### src/rtl/pipelined_rca_pkg.sv
// Shared parameter helpers for the pipelined ripple-carry adder/subtractor.
package pipelined_rca_pkg;

  function automatic bit params_legal(input int width, input int stages);
    return (width >= 2) && (stages >= 1) && (stages <= width) && ((width % stages) == 0);
  endfunction

  function automatic int slice_width(input int width, input int stages);
    return (stages > 0) ? (width / stages) : width;
  endfunction

endpackage

### src/rtl/pipelined_rca_if.sv
// Valid/ready bus for the pipelined adder: input beat side plus result side.
interface pipelined_rca_if #(
  parameter int WIDTH = 16
);
  logic             in_valid;
  logic             in_ready;
  logic [WIDTH-1:0] a;
  logic [WIDTH-1:0] b;
  logic             cin;
  logic             sub;
  logic             out_valid;
  logic             out_ready;
  logic [WIDTH-1:0] sum;
  logic             cout;
  logic             ovf;

  modport master (
    output in_valid, a, b, cin, sub, out_ready,
    input  in_ready, out_valid, sum, cout, ovf
  );

  modport slave (
    input  in_valid, a, b, cin, sub, out_ready,
    output in_ready, out_valid, sum, cout, ovf
  );
endinterface

### src/rtl/pipelined_rca_slice.sv
// Combinational SW-bit ripple-carry chain; also exposes the carry into its MSB.
module rca_slice #(
  parameter int SW = 4
) (
  input  logic [SW-1:0] a,
  input  logic [SW-1:0] b,
  input  logic          cin,
  output logic [SW-1:0] sum,
  output logic          cout,
  output logic          c_msb
);
  logic [SW:0] c;

  always_comb begin
    c    = '0;
    sum  = '0;
    c[0] = cin;
    for (int i = 0; i < SW; i++) begin
      sum[i]   = a[i] ^ b[i] ^ c[i];
      c[i+1]   = (a[i] & b[i]) | (c[i] & (a[i] ^ b[i]));
    end
  end

  assign cout  = c[SW];
  assign c_msb = c[SW-1];
endmodule

### src/rtl/pipelined_rca.sv
// Pipelined ripple-carry adder/subtractor: one SW-bit slice resolved per stage,
// whole-pipeline stall on backpressure.
module pipelined_rca
  import pipelined_rca_pkg::*;
#(
  parameter int WIDTH  = 16,
  parameter int STAGES = 4
) (
  input  logic           clk,
  input  logic           rst,
  pipelined_rca_if.slave bus
);
  localparam int SW = slice_width(WIDTH, STAGES);

  if (!params_legal(WIDTH, STAGES)) begin : g_bad_params
    $error("pipelined_rca: WIDTH must be >= 2 and divisible by STAGES");
  end

  logic             en;
  logic             v_q   [STAGES];
  logic             v_d   [STAGES];
  logic [WIDTH-1:0] a_q   [STAGES];
  logic [WIDTH-1:0] a_d   [STAGES];
  logic [WIDTH-1:0] b_q   [STAGES];
  logic [WIDTH-1:0] b_d   [STAGES];
  logic [WIDTH-1:0] s_q   [STAGES];
  logic [WIDTH-1:0] s_d   [STAGES];
  logic             c_q   [STAGES];
  logic             c_d   [STAGES];
  logic             ovf_q;
  logic             ovf_d;

  logic             src_v [STAGES];
  logic [WIDTH-1:0] src_a [STAGES];
  logic [WIDTH-1:0] src_b [STAGES];
  logic [WIDTH-1:0] src_s [STAGES];
  logic             src_c [STAGES];
  logic [SW-1:0]    sl_sum  [STAGES];
  logic             sl_cout [STAGES];
  logic             sl_cmsb [STAGES];

  assign en = ~v_q[STAGES-1] | bus.out_ready;

  for (genvar k = 0; k < STAGES; k++) begin : g_stage
    if (k == 0) begin : g_first
      // Subtraction is folded into the input: a + ~b + ~cin.
      assign src_v[k] = bus.in_valid;
      assign src_a[k] = bus.a;
      assign src_b[k] = bus.sub ? ~bus.b : bus.b;
      assign src_c[k] = bus.cin ^ bus.sub;
      assign src_s[k] = '0;
    end else begin : g_next
      assign src_v[k] = v_q[k-1];
      assign src_a[k] = a_q[k-1];
      assign src_b[k] = b_q[k-1];
      assign src_c[k] = c_q[k-1];
      assign src_s[k] = s_q[k-1];
    end

    rca_slice #(.SW(SW)) u_slice (
      .a     (src_a[k][k*SW +: SW]),
      .b     (src_b[k][k*SW +: SW]),
      .cin   (src_c[k]),
      .sum   (sl_sum[k]),
      .cout  (sl_cout[k]),
      .c_msb (sl_cmsb[k])
    );
  end

  always_comb begin
    for (int k = 0; k < STAGES; k++) begin
      v_d[k]              = src_v[k];
      a_d[k]              = src_a[k];
      b_d[k]              = src_b[k];
      c_d[k]              = sl_cout[k];
      s_d[k]              = src_s[k];
      s_d[k][k*SW +: SW]  = sl_sum[k];
    end
    ovf_d = sl_cout[STAGES-1] ^ sl_cmsb[STAGES-1];
  end

  always_ff @(posedge clk) begin
    if (rst) begin
      for (int k = 0; k < STAGES; k++) begin
        v_q[k] <= 1'b0;
        a_q[k] <= '0;
        b_q[k] <= '0;
        s_q[k] <= '0;
        c_q[k] <= 1'b0;
      end
      ovf_q <= 1'b0;
    end else if (en) begin
      for (int k = 0; k < STAGES; k++) begin
        v_q[k] <= v_d[k];
        a_q[k] <= a_d[k];
        b_q[k] <= b_d[k];
        s_q[k] <= s_d[k];
        c_q[k] <= c_d[k];
      end
      ovf_q <= ovf_d;
    end
  end

  assign bus.in_ready  = en;
  assign bus.out_valid = v_q[STAGES-1];
  assign bus.sum       = s_q[STAGES-1];
  assign bus.cout      = c_q[STAGES-1];
  assign bus.ovf       = ovf_q;
endmodule

### src/flat_wrapper.sv
// flat-port wrapper written by rule: the top's interface ports become plain ports
module pipelined_rca_flat import pipelined_rca_pkg::*;
#(
  parameter int WIDTH  = 16,
  parameter int STAGES = 4
)
  (clk, rst, bus_in_valid, bus_a, bus_b, bus_cin, bus_sub, bus_out_ready, bus_in_ready, bus_out_valid, bus_sum, bus_cout, bus_ovf);
  pipelined_rca_if #(.WIDTH(WIDTH)) bus_i ();
  input  logic clk;
  input  logic rst;
  input wire logic [$bits(bus_i.in_valid)-1:0] bus_in_valid;
  input wire logic [$bits(bus_i.a)-1:0] bus_a;
  input wire logic [$bits(bus_i.b)-1:0] bus_b;
  input wire logic [$bits(bus_i.cin)-1:0] bus_cin;
  input wire logic [$bits(bus_i.sub)-1:0] bus_sub;
  input wire logic [$bits(bus_i.out_ready)-1:0] bus_out_ready;
  output wire logic [$bits(bus_i.in_ready)-1:0] bus_in_ready;
  output wire logic [$bits(bus_i.out_valid)-1:0] bus_out_valid;
  output wire logic [$bits(bus_i.sum)-1:0] bus_sum;
  output wire logic [$bits(bus_i.cout)-1:0] bus_cout;
  output wire logic [$bits(bus_i.ovf)-1:0] bus_ovf;
  assign bus_i.in_valid = bus_in_valid;
  assign bus_i.a = bus_a;
  assign bus_i.b = bus_b;
  assign bus_i.cin = bus_cin;
  assign bus_i.sub = bus_sub;
  assign bus_i.out_ready = bus_out_ready;
  assign bus_in_ready = bus_i.in_ready;
  assign bus_out_valid = bus_i.out_valid;
  assign bus_sum = bus_i.sum;
  assign bus_cout = bus_i.cout;
  assign bus_ovf = bus_i.ovf;
  pipelined_rca #(.WIDTH(WIDTH), .STAGES(STAGES)) u_core (.clk(clk), .rst(rst), .bus(bus_i));
endmodule
### config.mk
export PLATFORM = sky130hd
export DESIGN_NAME = pipelined_rca_flat
export DESIGN_NICKNAME = d
export VERILOG_FILES = /design/src/rtl/pipelined_rca_pkg.sv /design/src/rtl/pipelined_rca_if.sv /design/src/rtl/pipelined_rca_slice.sv /design/src/rtl/pipelined_rca.sv /design/src/flat_wrapper.sv
export SDC_FILE = /design/constraint.sdc
export NUM_CORES = 1
export LEC_CHECK = 0
export ABC_AREA = 1
export CAP_MARGIN = 20
export CORE_AREA = 2 2 115 117
export CTS_CLUSTER_DIAMETER = 50
export DETAILED_ROUTE_END_ITERATION = 16
export DIE_AREA = 0 0 117 119
export PLACE_DENSITY = 0.56
export RECOVER_POWER = 100
export SKIP_LAST_GASP = 1
export SYNTH_ARGS = -nofsm -noshare
export SYNTH_HDL_FRONTEND = slang
export SYNTH_SLANG_ARGS = --single-unit
export TNS_END_PERCENT = 30
### constraint.sdc
create_clock -name clk -period 4.9 [get_ports clk]
set_input_delay 1.225 -clock clk [delete_from_list [all_inputs] [get_ports clk]]
set_output_delay 1.225 -clock clk [all_outputs]
set_load 0.01 [all_outputs]
After elaboration in Yosys (flattened, before gate mapping)
Memory sizes are Yosys's and may differ from the RTL's.
Index checks and enable logic that the tools add are counted.

cells by class
  muxes and demuxes = 26
  bitwise gates (word level) = 105

operators by type and width
  operator           count
  16-bit 2-to-1 mux  13
  1-bit OR           37
  1-bit XOR          34
  1-bit bitwise AND  32
  16-bit NOT         1
  1-bit 2-to-1 mux   13
  1-bit NOT          1

word-level totals
  register bits after elaboration = 1
  memory bits (writable) = 200
  output and inout port bits = 20
  memories = 5

memories
  memory      words  width  read ports  clocked after Yosys merged registers in  write ports  RTL line             text
  u_core.a_q  4      16     3           0                                        4            pipelined_rca.sv:22  logic [WIDTH-1:0] a_q [STAGES];
  u_core.b_q  4      16     3           0                                        4            pipelined_rca.sv:24  logic [WIDTH-1:0] b_q [STAGES];
  u_core.s_q  4      16     4           0                                        4            pipelined_rca.sv:26  logic [WIDTH-1:0] s_q [STAGES];
  u_core.c_q  4      1      4           0                                        4            pipelined_rca.sv:28  logic c_q [STAGES];
  u_core.v_q  4      1      4           0                                        4            pipelined_rca.sv:20  logic v_q [STAGES];

Depth between registers and ports, before layout
Gate-level depths: netlist of the first run.

  word-level depth = 12
  depth in mapped cells = 12

By module
From an unflattened synthesis of the first run, not the netlist that was laid out.

unflattened totals
  cells, all modules = 368
  area, all modules = 4460.5 um2

by module, submodules not included
  module         instances  cells each  area an instance (um2)
  pipelined_rca  1          320         4020.1
  rca_slice      4          12          110.1

Least setup slack after synthesis of the first run
Ideal clock, no wire load.

  path kind = input-to-reg
  from = in bus_out_ready
  to = mem u_core.a_q[0][10], enable pin
  setup time = 0.458 ns
  data arrival time = 3.445 ns
  data required time = 4.442 ns
  path slack = 0.997 ns
  cell stages on the path = 4
  buffers on the path = 0
  cell sequence = inv_2 -> nand2_4 -> inv_1 -> nand2_1

RTL lines
  element      RTL line             text
  from (decl)  flat_wrapper.sv:16   input wire logic [$bits(bus_i.out_ready)-1:0] bus_out_ready;
  to (decl)    pipelined_rca.sv:22

==> results of run 1 <==
## state kept, by name (all words and copies together), names as in the netlist
name,count
u_core.a_q,24
u_core.b_q,24
u_core.bus.ovf,1
u_core.c_q,4
u_core.s_q,40
u_core.v_q,4
## cell usage in the layout, fill, tap and decap left out, drive strengths merged
cell type      count
inv              102
edfxtp            96
nor2              96
clkdlybuf4s50     35
dlygate4sd3       22
fa                16
xnor2             15
clkbuf            12
nand2              8
buf                4
clkinv             3
xor2               2
a21oi              1
nand3              1
clkinvlp           1
dfxtp              1
## cells by family after synthesis
group                    synth area share, %
buffers and inverters                   11.4
AND/OR/NAND/NOR                         11.6
flip-flops                              66.1
XOR/XNOR                                3.39
adder cells (fa/ha/maj)                 7.30
AO/OA/AOI/OAI                          0.114
## layer usage
layer | vias to the layer above | GRT usage, % | part of all wire, %
met5 | - | 0 | 0
met4 | 0 | 4.63 | 2.4
met3 | 10 | 3.16 | 4.7
met2 | 44 | 14.6 | 47
met1 | 990 | 10.8 | 46
li1 | 1161 | - | -
## through the flow
step / setup slack [ns] / std cells / utilization (%) / cell area [sq um] / power [W]
finish: 0.911 / 591 / 41.7 / 5370 / 0.00185
global route: 0.642 / 591 / 41.7 / 5370 / 0.00194
CTS: 1.33 / 591 / 42.0 / 5400 / 0.00189
detailed placement: 1.00 / 575 / 39.7 / 5110 / 0.00121
global placement: 1.03 / 575 / 39.7 / 5110 / 0.00121
floorplan: 0.997 / 350 / - / 4390 / 0.00114
## critical path: cells and delay by family
kind,cells,cell delay (ns)
buffers and inverters,3,1.17
AND/OR/NAND/NOR,3,1.66
## worst max-delay path by stage
stage,end,from,slack (ns)
finish,u_core.s_q[1][3],bus_out_ready,0.91
global route,u_core.s_q[1][3],bus_out_ready,0.64
CTS,bus_in_ready,bus_out_ready,1.33
detailed placement,u_core.s_q[0][3],bus_sub,1.0
global placement,u_core.s_q[0][3],bus_sub,1.03
floorplan,u_core.a_q[0][10],bus_out_ready,1.0
## power groups by stage
stage	sequential [W]	combinational (W)	clock, W
global placement	0.00102	0.000186	0
finish	0.00100	0.000178	0.000670
global route	0.00101	0.000208	0.000722
detailed placement	0.00102	0.000188	0
CTS	0.00100	0.000189	0.000693
floorplan	0.00102	0.000120	0
## layout make-up
cell class	count	area [sq um]	area share [%]
timing repair buffer	61	613	11.4
inverter	102	383	7.13
clock buffer	12	267	4.96
sequential	97	2900	54.1
clock inverter	4	26.3	0.489
tap	176	220	4.10
multi-input combinational	139	957	17.8
==> qor.txt, run 1 <==
SETUP PATH
---------------------------------------------------------------------------------------
Worst reg2reg path depth                                                              4
Reg2Reg Launch Point                                                       u_core.v_q[3]
Critical path fanouts, max                                                           50
Reg2Reg Capture Point                                                      u_core.s_q[1][3]
Critical-path top delay cell                                                    nand2_1
Cell chain of the critical path                                            dlygate4sd3_1 -> inv_1 -> nand2_4 -> nand2_1 -> buf_4 -> nor2_1
Worst Setup Start Kind                                                     primary input
CP required                                                                     4.97 ns
Register-to-register path setup slack                                           2.02 ns
Start-to-end type of the worst setup path                                  primary input to flip-flop
Biggest cell delay along the critical path                                      1.52 ns
Worst endpoint data arrival time                                                4.06 ns
Capturing element type of the critical path                                   flip-flop

CLOCKING
---------------------------------------------------------------------------------------
Number of sinks on the clock net                                                     97
Post-CTS repair timing setup buffer count                                             0
Clock Path Buffers                                                                    2
Buffer type at the clock tree root                                            clkbuf_16
TritonCTS Buffers                                                                     9
CTS-repair resized insts                                                              0
Htree depth                                                                           3
Hold buffer count at cts                                                              0
CTS tree                                                                           done
Clock slew seen by the registers of the worst setup and hold paths              0.06 ns
Clock latency at the later pin of the worst-skew pair                           0.33 ns

FINISH
---------------------------------------------------------------------------------------
Inserted Diodes                                                                       0
Area added between synthesis and finish                                           22.3%
Total of fill cells in the finished design                                         1230
Layout cells sized above 1                                                        12.8%
Final-stage net count                                                               464

POWER AND IR DROP
---------------------------------------------------------------------------------------
Largest voltage drop on the vdd net                                            0.150 mV
Fraction of power consumed by combinational cells                                  9.6%
Fraction of power spent switching nets                                            21.3%
Portion of total power attributed to sequential cells                             54.2%
Switching power                                                              0.000393 W
Portion of total power attributed to the clock network                            36.2%
P per Cell Area                                                             345 nW/um^2
Reported leakage power                                                          2.26 nW
Pint                                                                          0.00146 W

TIMING
---------------------------------------------------------------------------------------
Time the worst path needs with I/O delays and setup                             3.99 ns
Final setup violation count                                                           0
Max-slew violations                                                                  97
Final worst path period share                                                     81.4%
Measured slew at the worst slew-check pin                                       2.14 ns
Max transition margin                                                            -43.1%
RSZ-0062 raised after global routing                                                 no
Worst hold-check slack                                                         0.477 ns
Final Hold Vio Count                                                                  0
Final setup skew                                                             0.00720 ns
Highest clock rate                                                            0.251 GHz
Fin Setup TNS                                                                      0 ns

LOGIC SYNTHESIS
---------------------------------------------------------------------------------------
Number of flops mapped to enable cells by yosys                                      96
Share of the yosys chip area belonging to registers                               66.1%
Synth top area share                                                              65.7%
Count of distinct cell types in the synthesized netlist                              17
Cell area after technology mapping                                           4390 sq um
Synthesized Nets                                                                    404
Leading register cell type out of synthesis                                    edfxtp_1
Fraction of synthesis flops using an asynchronous set or reset pin                   0%
Gate count of the mapped netlist                                                    350
Post-Syn Area per Cell                                                       12.5 sq um
Synth cell count leaders                                                   inv_1 (100), edfxtp_1 (96), nor2_1 (56)
Cell type with the highest aggregate area in the netlist                       edfxtp_1
Top cells by area in the synthesized netlist                               edfxtp_1 (66%), inv_1 (8.6%), fa_1 (7.3%)
Synth warnings                                                                        0
Cell with the most instances after synthesis                                      inv_1
Number of storage elements in the synthesis netlist                                  97

GLOBAL ROUTE
---------------------------------------------------------------------------------------
Pin count of the biggest net entering global routing                                 52
Vias in the first global route                                                     2169
Total congestion overflow                                                             0
Total global routing track utilization                                            9.14%
Wire length of the first global-routing pass                               9740 microns
Number of antenna violations at the first check in global routing                     0

DIE
---------------------------------------------------------------------------------------
Die Area                                                                    13900 sq um
Die boundary height                                                         119 microns
Starting utilization of the core area                                             34.1%
Io pins                                                                              58
Placeable core region                                                       12900 sq um
Chip width                                                                  117 microns
Total number of placement rows                                                       42

DETAILED ROUTING
---------------------------------------------------------------------------------------
Count of vias placed by the detailed router                                        2205
Routed wire length                                                         5630 microns
DRC viols                                                                             0
Number of violations reported at the end of detailed-routing iteration 0            144
Drt pass-1 iters                                                                      4
Average routed wire per standard cell                                      9.52 microns
Number of antenna-violating nets in the routed design                                 0
Detail-routed via count per cell                                                   3.73

PLACE
---------------------------------------------------------------------------------------
Quantity of I/O buffers inserted on ports                                            57
Weighted congestion reported at the end of routability-driven placement           0.663
Post-detailed-placement half-perimeter wirelength                          3570 microns

MIN PATH
---------------------------------------------------------------------------------------
Hold Crit Start                                                            u_core.bus.ovf
Worst min path class                                                       flip-flop to flip-flop
Hold Path Stages                                                                      2
Worst Hold Endpoint                                                        u_core.bus.ovf

STATUS
---------------------------------------------------------------------------------------
Status                                                                     complete, but fails checks
Failing checks                                                             max-capacitance violations, max-slew violations

FLOW RUN
---------------------------------------------------------------------------------------
Maxcap violations                                                                     2

(Power assumes the default switching activity.)
==> run 2: changes to the inputs <==
--- a/config.mk
+++ b/config.mk
@@ -11,7 +11,7 @@
 export CTS_CLUSTER_DIAMETER = 50
 export DETAILED_ROUTE_END_ITERATION = 16
 export DIE_AREA = 0 0 117 119
-export PLACE_DENSITY = 0.56
+export PLACE_DENSITY = 0.59
 export RECOVER_POWER = 100
 export SKIP_LAST_GASP = 1
 export SYNTH_ARGS = -nofsm -noshare
==> constraint.sdc (replaced) <==
create_clock -name clk -period 3.25 [get_ports clk]
set_input_delay 0.8125 -clock clk [delete_from_list [all_inputs] [get_ports clk]]
set_output_delay 0.8125 -clock clk [all_outputs]
set_load 0.01 [all_outputs]
==> run 2 against run 1 <==
The run now ends clean. Cell area down 0.12%. Critical endpoint is now u_core.s_q[0][3]. Largest power group unchanged. Sequential cell count did not move. Non-clock buffer count increased by 2. Clock skew up 0.00086 ns. Critical path depth grew 6. Via count is 2.2% higher. Routed wire length up 1.3%. Power is 48% higher.
==> qor.txt, run 2 (synthesis results as in run 1) <==
STATUS
---------------------------------------------------------------------------------------
Status                                                                     finished, final reports clean

PLACE
---------------------------------------------------------------------------------------
Pre-CTS WS                                                                    -0.175 ns
Post-detailed-placement half-perimeter wirelength                          3730 microns
Weighted congestion reported at the end of routability-driven placement           0.676
Quantity of I/O buffers inserted on ports                                            57

DIE
---------------------------------------------------------------------------------------
Die boundary height                                                         119 microns
Io pins                                                                              58
Die Area                                                                    13900 sq um
Chip width                                                                  117 microns
Placeable core region                                                       12900 sq um
Starting utilization of the core area                                             34.1%
Total number of placement rows                                                       42

POWER AND IR DROP
---------------------------------------------------------------------------------------
P per Cell Area                                                             510 nW/um^2
Reported leakage power                                                          2.26 nW
Portion of total power attributed to the clock network                            34.9%
Switching power                                                              0.000579 W
Fraction of power spent switching nets                                            21.2%
Fraction of power consumed by combinational cells                                  9.8%
Portion of total power attributed to sequential cells                             55.3%
Pint                                                                          0.00215 W
Largest voltage drop on the vdd net                                            0.240 mV

TIMING
---------------------------------------------------------------------------------------
Final setup violation count                                                           0
Max transition margin                                                             9.57%
Final worst path period share                                                     94.6%
Final setup skew                                                             0.00806 ns
Max-slew violations                                                                   0
Highest clock rate                                                            0.325 GHz
RSZ-0062 raised after global routing                                                 no
Final Hold Vio Count                                                                  0
Time the worst path needs with I/O delays and setup                             3.07 ns
Worst hold-check slack                                                         0.466 ns
Measured slew at the worst slew-check pin                                       1.35 ns
Slack of the critical path                                                     0.177 ns

MIN PATH
---------------------------------------------------------------------------------------
Hold Crit Start                                                            u_core.bus.ovf
Worst min path class                                                       flip-flop to flip-flop

FINISH
---------------------------------------------------------------------------------------
Flip-flop count of the largest register, all copies and words added                  40
Area added between synthesis and finish                                           22.2%
Commonest non-fill, non-tap cells in the layout                            inv_1 (102), edfxtp_1 (96), nor2_1 (66), clkdlybuf4s50_1 (35), nor2_2 (30)
Total of fill cells in the finished design                                         1264
Largest Register                                                             u_core.s_q
Most common cell after layout, fill and taps aside                                inv_1
Layout cells sized above 1                                                        12.0%
Inserted Diodes                                                                       0
Registers with the most flip-flops                                         u_core.s_q x40, u_core.a_q x24, u_core.b_q x24
Final-stage net count                                                               466

CLOCKING
---------------------------------------------------------------------------------------
Number of sinks on the clock net                                                     97
CTS-repair resized insts                                                              0
Post-CTS repair timing setup buffer count                                             0
Clock slew seen by the registers of the worst setup and hold paths              0.06 ns
Clock Path Buffers                                                                    2
CTS tree                                                                           done
Htree depth                                                                           3
Buffer type at the clock tree root                                            clkbuf_16
Hold buffer count at cts                                                              0
Clock latency at the later pin of the worst-skew pair                           0.34 ns
TritonCTS Buffers                                                                     9

DETAILED ROUTING
---------------------------------------------------------------------------------------
Average routed wire per standard cell                                      9.61 microns
Number of violations reported at the end of detailed-routing iteration 0             55
Detail-routed via count per cell                                                   3.80
Count of vias placed by the detailed router                                        2253
DRC viols                                                                             0
Number of antenna-violating nets in the routed design                                 0
Routed wire length                                                         5700 microns
Drt pass-1 iters                                                                      3

FLOW RUN
---------------------------------------------------------------------------------------
Maxcap violations                                                                     0

SETUP PATH
---------------------------------------------------------------------------------------
Reg2Reg Launch Point                                                       u_core.b_q[0][44]
Start-to-end type of the worst setup path                                  primary input to flip-flop
Worst setup path startpoint                                                     bus_sub
Worst endpoint data arrival time                                                3.12 ns
Biggest cell delay along the critical path                                      0.45 ns
Critical-path top delay cell                                               clkdlybuf4s50_1
Critical path fanouts, max                                                            5
CP required                                                                     3.29 ns
Bufs and invs on worst path                                                           6
Delay-heaviest family, CP                                                   adder cells
Cell chain of the critical path                                            clkdlybuf4s50_1 -> buf_4 -> xnor2_1 -> fa_1 -> inv_1 -> fa_1 -> inv_1 -> fa_1 -> inv_1 -> fa_1 -> inv_1 -> nor2_1
Capturing element type of the critical path                                   flip-flop
Worst Setup Start Kind                                                     primary input

GLOBAL ROUTE
---------------------------------------------------------------------------------------
Wire length of the first global-routing pass                               9960 microns
Vias in the first global route                                                     2248
Number of antenna violations at the first check in global routing                     0
Total congestion overflow                                                             0
Pin count of the biggest net entering global routing                                 48
Total global routing track utilization                                            9.34%

## run 2: cell count changes in the layout (fill, tap and decap cells not counted)
cell,change
clkbuf_8,-2
nor2_1,+2
buf_12,+1
clkinvlp_4,-1
clkbuf_2,+2
clkbuf_1,+3
nor2_2,-2
buf_4,-1
## run 2: per-layer routing
metal	GRT usage, %	part of all wire, %
met1	11.1	45
met2	15.0	48
met3	2.95	4.5
met4	5.07	1.9
met5	0	0
## run 2: worst paths after layout
path / cells after the start / end / slack, ns
min reg2reg: 2 / u_core.bus.ovf / 0.47
max: 12 / u_core.s_q[0][3] / 0.18
max reg2reg: 8 / u_core.c_q[3] / 0.93
min: 2 / u_core.bus.ovf / 0.47
## run 2: layout make-up
type                       count  area [sq um]  area share, %
sequential                    97          2900           54.1
multi-input combinational    139           952           17.8
timing repair buffer          63           636           11.9
inverter                     102           383           7.14
clock buffer                  13           250           4.67
tap                          176           220           4.11
clock inverter                 3          18.8          0.350
## run 2: metrics by stage
stage	TNS (ns)	utilization, %	instances	power [W]	cell area (sq um)
2_1_floorplan	0	-	350	0.00172	4390
3_3_place_gp	-0.117	40.1	577	0.00182	5160
3_5_place_dp	-0.175	40.1	577	0.00183	5160
4_1_cts	0	42.2	593	0.00280	5430
5_1_grt	0	41.7	593	0.00287	5360
6_report	0	41.7	593	0.00273	5360
## run 2: power by group through the flow
stage | Clock [W] | Combinational [W] | Sequential [W]
global route | 0.00104 | 0.000310 | 0.00152
floorplan | 0 | 0.000181 | 0.00154
detailed placement | 0 | 0.000292 | 0.00154
CTS | 0.000994 | 0.000293 | 0.00151
global placement | 0 | 0.000286 | 0.00154
finish | 0.000955 | 0.000267 | 0.00151
## run 2: worst reg2reg max path, stage by stage (launching register included)
cell	delay [ns]
edfxtp_1	0.40
fa_1	0.42
inv_1	0.08
fa_1	0.15
inv_1	0.05
fa_1	0.43
fa_1	0.41
inv_1	0.10
nor2_2	0.04
==> run 3: changes to the inputs <==
--- a/config.mk
+++ b/config.mk
@@ -7,11 +7,12 @@
 export LEC_CHECK = 0
 export ABC_AREA = 1
 export CAP_MARGIN = 20
-export CORE_AREA = 2 2 115 117
+export CORE_AREA = 2 2 97 99
 export CTS_CLUSTER_DIAMETER = 50
 export DETAILED_ROUTE_END_ITERATION = 16
-export DIE_AREA = 0 0 117 119
-export PLACE_DENSITY = 0.59
+export DIE_AREA = 0 0 99 101
+export GPL_TIMING_DRIVEN = 0
+export PLACE_DENSITY = 0.77
 export RECOVER_POWER = 100
 export SKIP_LAST_GASP = 1
 export SYNTH_ARGS = -nofsm -noshare
==> run 3 against run 2 <==
Critical path depth decreased by 1. Cell area decreased by 1.5%. First-iteration DRC count increased by 62%. Hold slack improved by 0.0090 ns. Non-clock buffer count increased by 6. Sequential cell count unchanged. Global-route usage increased by 3.6 points. Sequential share of layout area increased by 0.85 points. Via count increased by 0.31%. Clock skew about the same. Critical endpoint unchanged. Largest power group unchanged. Highest routed layer unchanged.
==> qor.txt, run 3 (synthesis results as in run 1) <==
STATUS
---------------------------------------------------------------------------------------
Status                                                                     finished, final reports clean

POWER AND IR DROP
---------------------------------------------------------------------------------------
Pint                                                                          0.00220 W
Reported leakage power                                                          2.24 nW
Switching power                                                              0.000553 W
Fraction of power spent switching nets                                            20.1%
Portion of total power attributed to sequential cells                             54.8%
P per Cell Area                                                             521 nW/um^2
Fraction of power consumed by combinational cells                                 10.2%
Largest voltage drop on the vdd net                                            0.222 mV
Pwr Total                                                                     0.00275 W
Portion of total power attributed to the clock network                            35.0%

DETAILED ROUTING
---------------------------------------------------------------------------------------
Sum of routed wire segments on met1                                        2490 microns
Average routed wire per standard cell                                      10.9 microns
Routed wire length on met3                                                  262 microns
Met2 layer wire length in the routed design                                2960 microns
Count of vias placed by the detailed router                                        2260
Drt pass-1 iters                                                                      4
DRC viols                                                                             0
Routed wire length                                                         5820 microns
Number of antenna-violating nets in the routed design                                 0
Number of violations reported at the end of detailed-routing iteration 0             89
Highest layer used for signal routing                                              met4
Detail-routed via count per cell                                                   4.25

DIE
---------------------------------------------------------------------------------------
Placeable core region                                                        8980 sq um
Total number of placement rows                                                       35
Die Area                                                                    10000 sq um
Io pins                                                                              58
Chip width                                                                   99 microns
Die boundary height                                                         101 microns
Starting utilization of the core area                                             48.9%

SETUP PATH
---------------------------------------------------------------------------------------
Reg2Reg Capture Point                                                      u_core.c_q[3]
Critical-path top delay cell                                                       fa_1
Cell chain of the critical path                                            clkdlybuf4s50_1 -> xnor2_1 -> fa_1 -> inv_1 -> fa_1 -> inv_1 -> fa_1 -> inv_1 -> fa_1 -> inv_1 -> nor2_2
Capturing element type of the critical path                                   flip-flop
Worst reg2reg path depth                                                              8
Critical path fanouts, max                                                            1
Worst setup path startpoint                                                    bus_b[0]
Register-to-register path setup slack                                           0.86 ns
CP required                                                                     3.33 ns
Worst endpoint data arrival time                                                3.01 ns
Worst Setup Start Kind                                                     primary input
Start-to-end type of the worst setup path                                  primary input to flip-flop
Last element of the critical path                                          u_core.s_q[0][3]
Reg2Reg Launch Point                                                       u_core.b_q[0][44]
Biggest cell delay along the critical path                                      0.42 ns

CLOCKING
---------------------------------------------------------------------------------------
CTS tree                                                                           done
Clock latency at the later pin of the worst-skew pair                           0.34 ns
Number of sinks on the clock net                                                     97
TritonCTS Buffers                                                                     9
Post-CTS repair timing setup buffer count                                             0
Buffer type at the clock tree root                                             clkbuf_8
Clock slew seen by the registers of the worst setup and hold paths              0.08 ns
Hold buffer count at cts                                                              0
CTS-repair resized insts                                                              0
Clock Path Buffers                                                                    2
Htree depth                                                                           3

TIMING
---------------------------------------------------------------------------------------
Worst hold-check slack                                                         0.475 ns
Highest clock rate                                                            0.341 GHz
Max-slew violations                                                                   0
Time the worst path needs with I/O delays and setup                             2.93 ns
Final setup skew                                                             0.00818 ns
Measured slew at the worst slew-check pin                                      0.893 ns
Final setup violation count                                                           0
Max transition margin                                                             40.3%
Final Hold Vio Count                                                                  0
RSZ-0062 raised after global routing                                                 no
Final worst path period share                                                     90.2%

FINISH
---------------------------------------------------------------------------------------
Area added between synthesis and finish                                           20.3%
Most common cell after layout, fill and taps aside                                inv_1
Total of fill cells in the finished design                                          718
Area taken by flip-flops and latches                                         2900 sq um
Final-stage net count                                                               472
Registers with the most flip-flops                                         u_core.s_q x40, u_core.a_q x24, u_core.b_q x24
Commonest non-fill, non-tap cells in the layout                            inv_1 (102), edfxtp_1 (96), nor2_1 (57), nor2_2 (39), clkdlybuf4s50_1 (34)
Count of placed standard cells in the final layout, fillers left out                532
Flip-flop count of the largest register, all copies and words added                  40
Final Cell Area                                                              5280 sq um
Layout cells sized above 1                                                        13.5%
Area taken by multi-input logic gates                                         975 sq um
Largest Register                                                             u_core.s_q
Inserted Diodes                                                                       0

GLOBAL ROUTE
---------------------------------------------------------------------------------------
Number of antenna violations at the first check in global routing                     0
Total global routing track utilization                                            13.0%
Wire length of the first global-routing pass                               9920 microns
Vias in the first global route                                                     2249
Total congestion overflow                                                             0
Pin count of the biggest net entering global routing                                 76

PLACE
---------------------------------------------------------------------------------------
Post-detailed-placement half-perimeter wirelength                          4070 microns
Weighted congestion reported at the end of routability-driven placement           0.731
Placed cell areas                                                            5120 sq um
DP Cell Count                                                                       518
Quantity of I/O buffers inserted on ports                                            56

MIN PATH
---------------------------------------------------------------------------------------
Worst min path class                                                       flip-flop to flip-flop
Hold Crit Start                                                            u_core.bus.ovf

FLOW RUN
---------------------------------------------------------------------------------------
Maxcap violations                                                                     0

==> run 3: cell count changes in the layout (fill, tap and decap cells not counted), sizes merged <==
cell / delta
inv: +1
clkbuf: +4
clkdlybuf4s50: -1
clkinv: -3
buf: -1
bufinv: +4
==> run 3: worst min-delay path by stage <==
| stage | end | slack, ns | cells past startpoint |
|---|---|---|---|
| 2_1_floorplan | u_core.bus.ovf | 0.49 | 2 |
| 3_3_place_gp | u_core.bus.ovf | 0.46 | 2 |
| 3_5_place_dp | u_core.bus.ovf | 0.47 | 2 |
| 4_1_cts | u_core.bus.ovf | 0.48 | 2 |
| 5_1_grt | u_core.bus.ovf | 0.52 | 2 |
| 6_report | u_core.bus.ovf | 0.47 | 2 |
==> run 3: per-layer routing <==
| layer | global-route usage [%] | vias to the layer above |
|---|---|---|
| met5 | 0 | - |
| met4 | 5.37 | 0 |
| met2 | 22.9 | 52 |
| met1 | 15.1 | 1023 |
| li1 | - | 1178 |
| met3 | 3.33 | 7 |
==> run 3: stage by stage <==
stage	TNS (ns)	utilization (%)	worst slack, ns
after global routing	0	58.8	0.192
after global placement	-14.06	56.7	-0.150
after CTS	0	59.9	0.340
final	0	58.8	0.318
after floorplan	0	-	0.202
after detailed placement	-0.0357	57.1	-0.0357
==> run 3: area by class of cell <==
class	instances	area share, %
clock buffers	9	2.35
flip-flops and latches	97	55.0
inverters	102	7.25
clock inverters	5	2.44
repair buffers	57	10.8
plain buffers	12	1.07
multi-input cells	139	18.5
well taps	111	2.63
==> run 3: worst max-delay path: cells and delay by family <==
kind | cells | cell delay (ns)
buffers and inverters | 5 | 0.69
xor gates and xnor gates | 1 | 0.15
adders and majority gates | 4 | 1.32
and+or+nand+nor | 1 | 0.04
==> run 3: power by group through the flow <==
stage	Combinational, W	Sequential, W	Clock [W]
6_report	0.000280	0.00151	0.000963
5_1_grt	0.000322	0.00152	0.00103
4_1_cts	0.000306	0.00151	0.000982
3_5_place_dp	0.000304	0.00154	0
3_3_place_gp	0.000291	0.00154	0
2_1_floorplan	0.000181	0.00154	0
